==> config.mk <==
export PLATFORM = sky130hd
export DESIGN_NAME = traffic_light_controller
export DESIGN_NICKNAME = d
export VERILOG_FILES = /design/src/rtl/traffic_light_controller.sv
export SDC_FILE = /design/constraint.sdc
export NUM_CORES = 1
export LEC_CHECK = 0
export BUFFER_PORTS_ARGS = -buffer_cell sky130_fd_sc_hd__buf_2
export CAP_MARGIN = 40
export CORE_UTILIZATION = 50
export CTS_CLUSTER_DIAMETER = 60
export DETAILED_ROUTE_END_ITERATION = 10
export GPL_ROUTABILITY_DRIVEN = 0
export PLACE_DENSITY_LB_ADDON = 0.3
export SYNTH_ARGS = -nofsm -noshare
export SYNTH_HDL_FRONTEND = slang
export SYNTH_SLANG_ARGS = --single-unit
==> constraint.sdc <==
create_clock -name clk -period 2 [get_ports clk]
set_input_delay 0.2 -clock clk [delete_from_list [all_inputs] [get_ports clk]]
set_output_delay 0.2 -clock clk [all_outputs]
set_load 0.05 [all_outputs]
==> src/rtl/traffic_light_controller.sv <==
// Highway / farm-road intersection controller: a Moore FSM with cycle-count dwell
// timers and a sticky farm-road request, driving one-hot {red,yellow,green} lamps.
module traffic_light_controller #(
    parameter int unsigned HW_MIN_GREEN     = 5,
    parameter int unsigned YELLOW_TICKS     = 3,
    parameter int unsigned FARM_GREEN_TICKS = 10,
    parameter int unsigned CNT_W            = 8
) (
    input  logic             clk,
    input  logic             reset,
    input  logic             sensor,
    output logic [2:0]       light_HW,
    output logic [2:0]       light_FM,
    output logic [1:0]       dbg_state,
    output logic [CNT_W-1:0] dbg_count,
    output logic             dbg_req
);

    typedef enum logic [1:0] {
        HG_FR = 2'd0,
        HY_FR = 2'd1,
        HR_FG = 2'd2,
        HR_FY = 2'd3
    } state_t;

    localparam logic [2:0] LAMP_RED    = 3'b100;
    localparam logic [2:0] LAMP_YELLOW = 3'b010;
    localparam logic [2:0] LAMP_GREEN  = 3'b001;

    localparam logic [CNT_W-1:0] HG_LAST = CNT_W'(HW_MIN_GREEN - 1);
    localparam logic [CNT_W-1:0] Y_LAST  = CNT_W'(YELLOW_TICKS - 1);
    localparam logic [CNT_W-1:0] FG_LAST = CNT_W'(FARM_GREEN_TICKS - 1);

    if (HW_MIN_GREEN < 1 || YELLOW_TICKS < 1 || FARM_GREEN_TICKS < 1) begin : g_bad_ticks
        $error("traffic_light_controller: every tick parameter must be at least 1");
    end

    state_t           state;
    state_t           state_nxt;
    logic [CNT_W-1:0] count;
    logic             req_flag;
    logic             req;

    // A request seen on this very edge counts, so a pulse never waits a cycle.
    assign req = req_flag | sensor;

    always_comb begin
        state_nxt = state;
        case (state)
            HG_FR:   if (count == HG_LAST && req) state_nxt = HY_FR;
            HY_FR:   if (count == Y_LAST)         state_nxt = HR_FG;
            HR_FG:   if (count == FG_LAST)        state_nxt = HR_FY;
            HR_FY:   if (count == Y_LAST)         state_nxt = HG_FR;
            default:                              state_nxt = HG_FR;
        endcase
    end

    function automatic logic [2:0] hw_lamp(input state_t s);
        case (s)
            HG_FR:   hw_lamp = LAMP_GREEN;
            HY_FR:   hw_lamp = LAMP_YELLOW;
            default: hw_lamp = LAMP_RED;
        endcase
    endfunction

    function automatic logic [2:0] fm_lamp(input state_t s);
        case (s)
            HR_FG:   fm_lamp = LAMP_GREEN;
            HR_FY:   fm_lamp = LAMP_YELLOW;
            default: fm_lamp = LAMP_RED;
        endcase
    endfunction

    // Lamps are decoded from the next state so they change on the same edge as the state.
    always_ff @(posedge clk) begin
        if (reset) begin
            state    <= HG_FR;
            count    <= '0;
            req_flag <= 1'b0;
            light_HW <= LAMP_GREEN;
            light_FM <= LAMP_RED;
        end else begin
            state    <= state_nxt;
            light_HW <= hw_lamp(state_nxt);
            light_FM <= fm_lamp(state_nxt);

            if (state_nxt != state) begin
                count <= '0;
            end else if (!(state == HG_FR && count == HG_LAST)) begin
                count <= count + 1'b1;
            end

            // Starting farm green consumes the request; a sensor hit on that edge is a new one.
            if (state == HY_FR && state_nxt == HR_FG) begin
                req_flag <= sensor;
            end else if (sensor) begin
                req_flag <= 1'b1;
            end
        end
    end

    assign dbg_state = state;
    assign dbg_count = count;
    assign dbg_req   = req_flag;

    a_one_red : assert property (@(posedge clk) disable iff (reset)
        (light_HW == LAMP_RED) || (light_FM == LAMP_RED));

endmodule

[Yosys cells after proc, flatten, opt, wreduce, memory -nomap -nowiden]
Index checks and enable logic that the tools add are counted.
Storage, ports and cells
  flip-flop bits (word level): 17
  bits in latches: 0
  memories kept: 0
  logic and storage cells: 33
  output and inout port bits: 17
  RAM bits: 0
  bits of input ports: 3
  bits in read-only memories: 0
Operators by class
  multiplexer cells: 9
  equality and inequality tests: 10
  reductions and logical operators: 7
  shift-type cells: 0
  order comparisons: 0
  $add $sub $neg: 1
  bitwise operators: 1
  divide/modulo/power cells: 0
  multiply operators: 0
Operator list (number)
  $pmux 3 s2: 2
  $add 8x1->8 const B: 1
  $eq 2x2->1 const B: 4
  $eq 8x2->1 const B: 1
  $eq 8x3->1 const B: 1
  $eq 8x4->1 const B: 1
  $mux 2: 4
  $pmux 2 s4: 1
  $eq 2x1->1 const B: 2
  $logic_not 2->1: 2
  $logic_and 1x1->1: 3
  $mux 1: 2
  $ne 2x2->1: 1
  $reduce_bool 2->1: 1
  $reduce_or 2->1: 1
  $or 1x1->1: 1

[Depth between registers and ports, before layout]
  depth in word-level cells: 7
  gate-level depth with buffers: 7
  gate-level depth less buffers: 6

[Worst setup path before layout]
OpenSTA, ideal clock, no wires.
  kind: reg-to-reg
  start point: reg count[1], in the netlist dbg_count[1]
  end point: reg light_FM[2]
  cell stages (with the launch flop): 6
  arrival time: 1.816 ns
  required time: 1.877 ns
  clock period less this slack: 1.939 ns
  path buffers: 0
  library setup time: 0.123 ns
  setup slack: 0.061 ns
  path through: dfxtp_1 -> ha_1 -> nor4bb_1 -> nand2_1 -> xor2_1 -> or2_2
Between the ends
  word-level cells in the longest chain between the ends: 6
  elaborated cells on any way between the ends: 12
  classes of those cells: 5 x eq/ne; 6 x mux; 1 x reduce/logical
RTL lines
  start: declaration: line 40  | logic [CNT_W-1:0] count;
  start signal: assignment: line 90  | count <= count + 1'b1;
  $eq 8x3->1: line 50  | HG_FR: if (count == HG_LAST && req) state_nxt = HY_FR;
  $logic_and 1x1->1: line 50
  $mux 2: line 50
  $pmux 2 s4 *: line 49  | case (state)
  $eq 2x2->1: line 67  | case (s)
  $pmux 3 s2 *: line 67
  end signal: assignment: line 85  | light_FM <= fm_lamp(state_nxt);
  end: declaration: line 13  | output logic [2:0] light_FM,
Mark *: on every way between the ends. The rest lies on a longest branch, timed or not.
A chain may end at the register's enable or synchronous reset.

[Worst setup path after layout]
  start point: reg count[4], in the netlist dbg_count[4]
  end point: reg light_FM[0]
The elaborated chain is that of the path after synthesis.

==> flow_metrics.env <==
export IMPL_status="completed"
export IMPL_hold_ws_ns=0.158
export IMPL_postCtsHoldBufs=0
export IMPL_place_inst=111
export IMPL_io_pins=20
export IMPL_synth_top_cell_by_area="dfxtp_1"
export IMPL_die_w_um=41.5
export IMPL_fin_nets=108
export IMPL_finalSetupTns_ns=0
export IMPL_setup_ws_ns=0.216
export IMPL_clk_pin_slew_ns=0.10
export IMPL_drt_wl_total_mm=1.44
export IMPL_async_reset_ff_share_pct=0
export IMPL_min_path_type="input port to register"
export IMPL_grt_max_degree=12
export IMPL_die_h_um=41.5
export IMPL_post_cts_buffers=0
export IMPL_antenna_found_initial=0
export IMPL_first_global_vias=497
export IMPL_ys_warn_count=0
export IMPL_cp_slowest_stage_delay_ns=0.57
export IMPL_cp_end_kind="register"
export IMPL_finClkSkew_ns=0.00784
export IMPL_worstRegToRegCells=4
export IMPL_period_share_pct=89.2
export IMPL_cp_start_kind="register"
export IMPL_setup_viol_count_final=0
export IMPL_max_freq_mhz=561
export IMPL_relSlewSlack_pct=74.2
export IMPL_clockBufferDepth=2
export IMPL_worst_pin_slew_ns=0.383
export IMPL_rows=13
export IMPL_cp_num_buf_inv=0
export IMPL_insertion_delay_ns=0.28
export IMPL_critical_path_class="register to register"
export IMPL_ys_seq_area_share_pct=43.6
export IMPL_postRouteAntennaNets=0
export IMPL_die_area_um2=1720
export IMPL_initial_utilization_pct=56.5
export IMPL_crit_fanout=6
export IMPL_postSynthAreaPerCell_um2=9.76
export IMPL_synth_ff_type="dfxtp_1"
export IMPL_areaGrowthSynthToFinish_pct=14.3
export IMPL_drtIter0Drc=12
export IMPL_drive_above_1_share_pct=32.0
export IMPL_core_um2=1380
export IMPL_wire_per_inst_um=12.5
export IMPL_numCtsBuffers=3
export IMPL_cp_arrival_ns=1.99
export IMPL_vias=610
export IMPL_avgViaCountPerCell=5.30
export IMPL_cts_root_buf="clkbuf_4"
export IMPL_place_ws_ns=0.299
export IMPL_min_period_ns=1.78
export IMPL_rsz0062_at_grt="no"
export IMPL_worstHoldPathCells=3
export IMPL_slew_violations=0
export IMPL_syn_inst=80
export IMPL_firstDrtPassIters=4
export IMPL_cts_sink_count=17
export IMPL_cellPowerDensity_nw_per_um2=794
export IMPL_track_usage_pct=16.3
export IMPL_crit_required_ns=2.21
export IMPL_cpLargestDelayFamily="simple AND/OR/NAND/NOR gates"
export IMPL_ys_ff_latch=17
export IMPL_overflow=0
export IMPL_cp_depth=4
export IMPL_syn_nets=87
export IMPL_cp_slowest_cell="or4_4"
export IMPL_synth_edf_count=0
export IMPL_synth_most_common_cell="dfxtp_1"
export IMPL_antennaDiodeCount=0
export IMPL_maxCapViolations=0
export IMPL_yosysTopAreaCellShare_pct=43.6
export IMPL_synth_distinct_cells=34
export IMPL_grt_pass1_wl_mm=2.23
export IMPL_drc_errors=0
export IMPL_final_instance_count_excl_fill=115
export IMPL_cts_repair_resized=0
export IMPL_irDropWorstVdd_mv=0.485
export IMPL_cts_tree="done"
export IMPL_finalHoldViolCount=0
export IMPL_dpl_hpwl_mm=1.03
export IMPL_portBuffers=19
export IMPL_synth_area_um2=781
export IMPL_path_cells="or4_4 -> o41a_1 -> a21oi_2 -> nor3b_2"
export IMPL_cts_htree_levels=1
export IMPL_synthTopCellsByCount="dfxtp_1 (17), nor2_1 (13), xor2_1 (5)"
export IMPL_p_leak_nw=0.408
export IMPL_synth_area_leaders="dfxtp_1 (44%), ha_1 (6.4%), nor2_1 (6.3%), xor2_1 (5.6%), buf_6 (2.9%)"
==> registers in the layout, summed over array words and instances (netlist names) <==
| signal | count |
|---|---|
| dbg_count | 8 |
| light_FM | 3 |
| light_HW | 3 |
| dbg_state | 2 |
| dbg_req | 1 |
==> final timing paths <==
check | startpoint | endpoint | slack (ns)
max | dbg_count[4]$_SDFFE_PP0N_ | light_FM[0]$_SDFF_PP0_ | 0.22
min | sensor | dbg_req$_SDFFE_PP0P_ | 0.16
max reg2reg | dbg_count[4]$_SDFFE_PP0N_ | light_FM[0]$_SDFF_PP0_ | 0.22
min reg2reg | dbg_req$_SDFFE_PP0P_ | dbg_req$_SDFFE_PP0P_ | 0.50
==> tightest hold or removal path, stage by stage <==
cell and delay (ns):
buf_2 0.10, inv_1 0.04, a21oi_1 0.05
==> power by group <==
group | leakage [nW] | switching [mW] | internal, mW
combinational | 0.255 | 0.107 | 0.0452
clock | 0.0150 | 0.102 | 0.0773
sequential | 0.138 | 0.0216 | 0.355
total | 0.408 | 0.231 | 0.478
==> kinds of logic (layout without fill, tap and decap cells) <==
group,after synthesis,count (layout),synth area share (%)
buffers and inverters,8,28,6.57
xor gates and xnor gates,6,6,6.73
AOI/OAI and AO/OA,12,12,11.7
adders and majority gates,4,4,6.41
and+or+nand+nor,32,32,23.7
DFF,17,17,43.6
muxes,1,1,1.28
==> final cells by class <==
class                           count  area [um^2]
Fill cell                         128          490
Multi-Input combinational cell     55          389
Sequential cell                    17          340
Timing Repair Buffer               20          103
Clock buffer                        4         26.3
Tap cell                           15         18.8
Inverter                            4         15.0
==> routing by layer <==
layer  track usage (%)  share of wire [%]  up-vias
met3              3.91                3.5        0
li1                  -                  -      316
met5                 0                  0        -
met1              24.6                 50      278
met4              5.81                  0        0
met2              22.5                 46       16
==> cell usage in the layout, fill, tap and decap left out, drive strengths merged <==
cell / Yosys / final
a211oi: 1 / 1
a21bo: 1 / 1
a21o: 2 / 2
a21oi: 3 / 3
and3: 2 / 2
buf: 3 / 20
clkbuf: 0 / 4
dfxtp: 17 / 17
ha: 4 / 4
inv: 4 / 4
mux2i: 1 / 1
nand2: 2 / 2
nand3: 4 / 4
nand4b: 1 / 1
nand4bb: 1 / 1
nor2: 13 / 13
nor3: 2 / 2
nor3b: 2 / 2
nor4: 2 / 2
nor4bb: 1 / 1
o21a: 1 / 1
o21ai: 1 / 1
o21bai: 1 / 1
o22ai: 1 / 1
o41a: 1 / 1
or2: 1 / 1
or4: 1 / 1
xnor2: 1 / 1
xor2: 5 / 5
==> per-stage QoR <==
stage	power [mW]	utilization, %	cell area [um^2]
after floorplan	0.510	-	781
after global placement	0.534	62.6	866
after detailed placement	0.537	62.6	866
after CTS	0.714	64.5	892
after global routing	0.745	64.5	892
final	0.709	64.5	892
No activity file was read; power rests on OpenSTA's default activity.
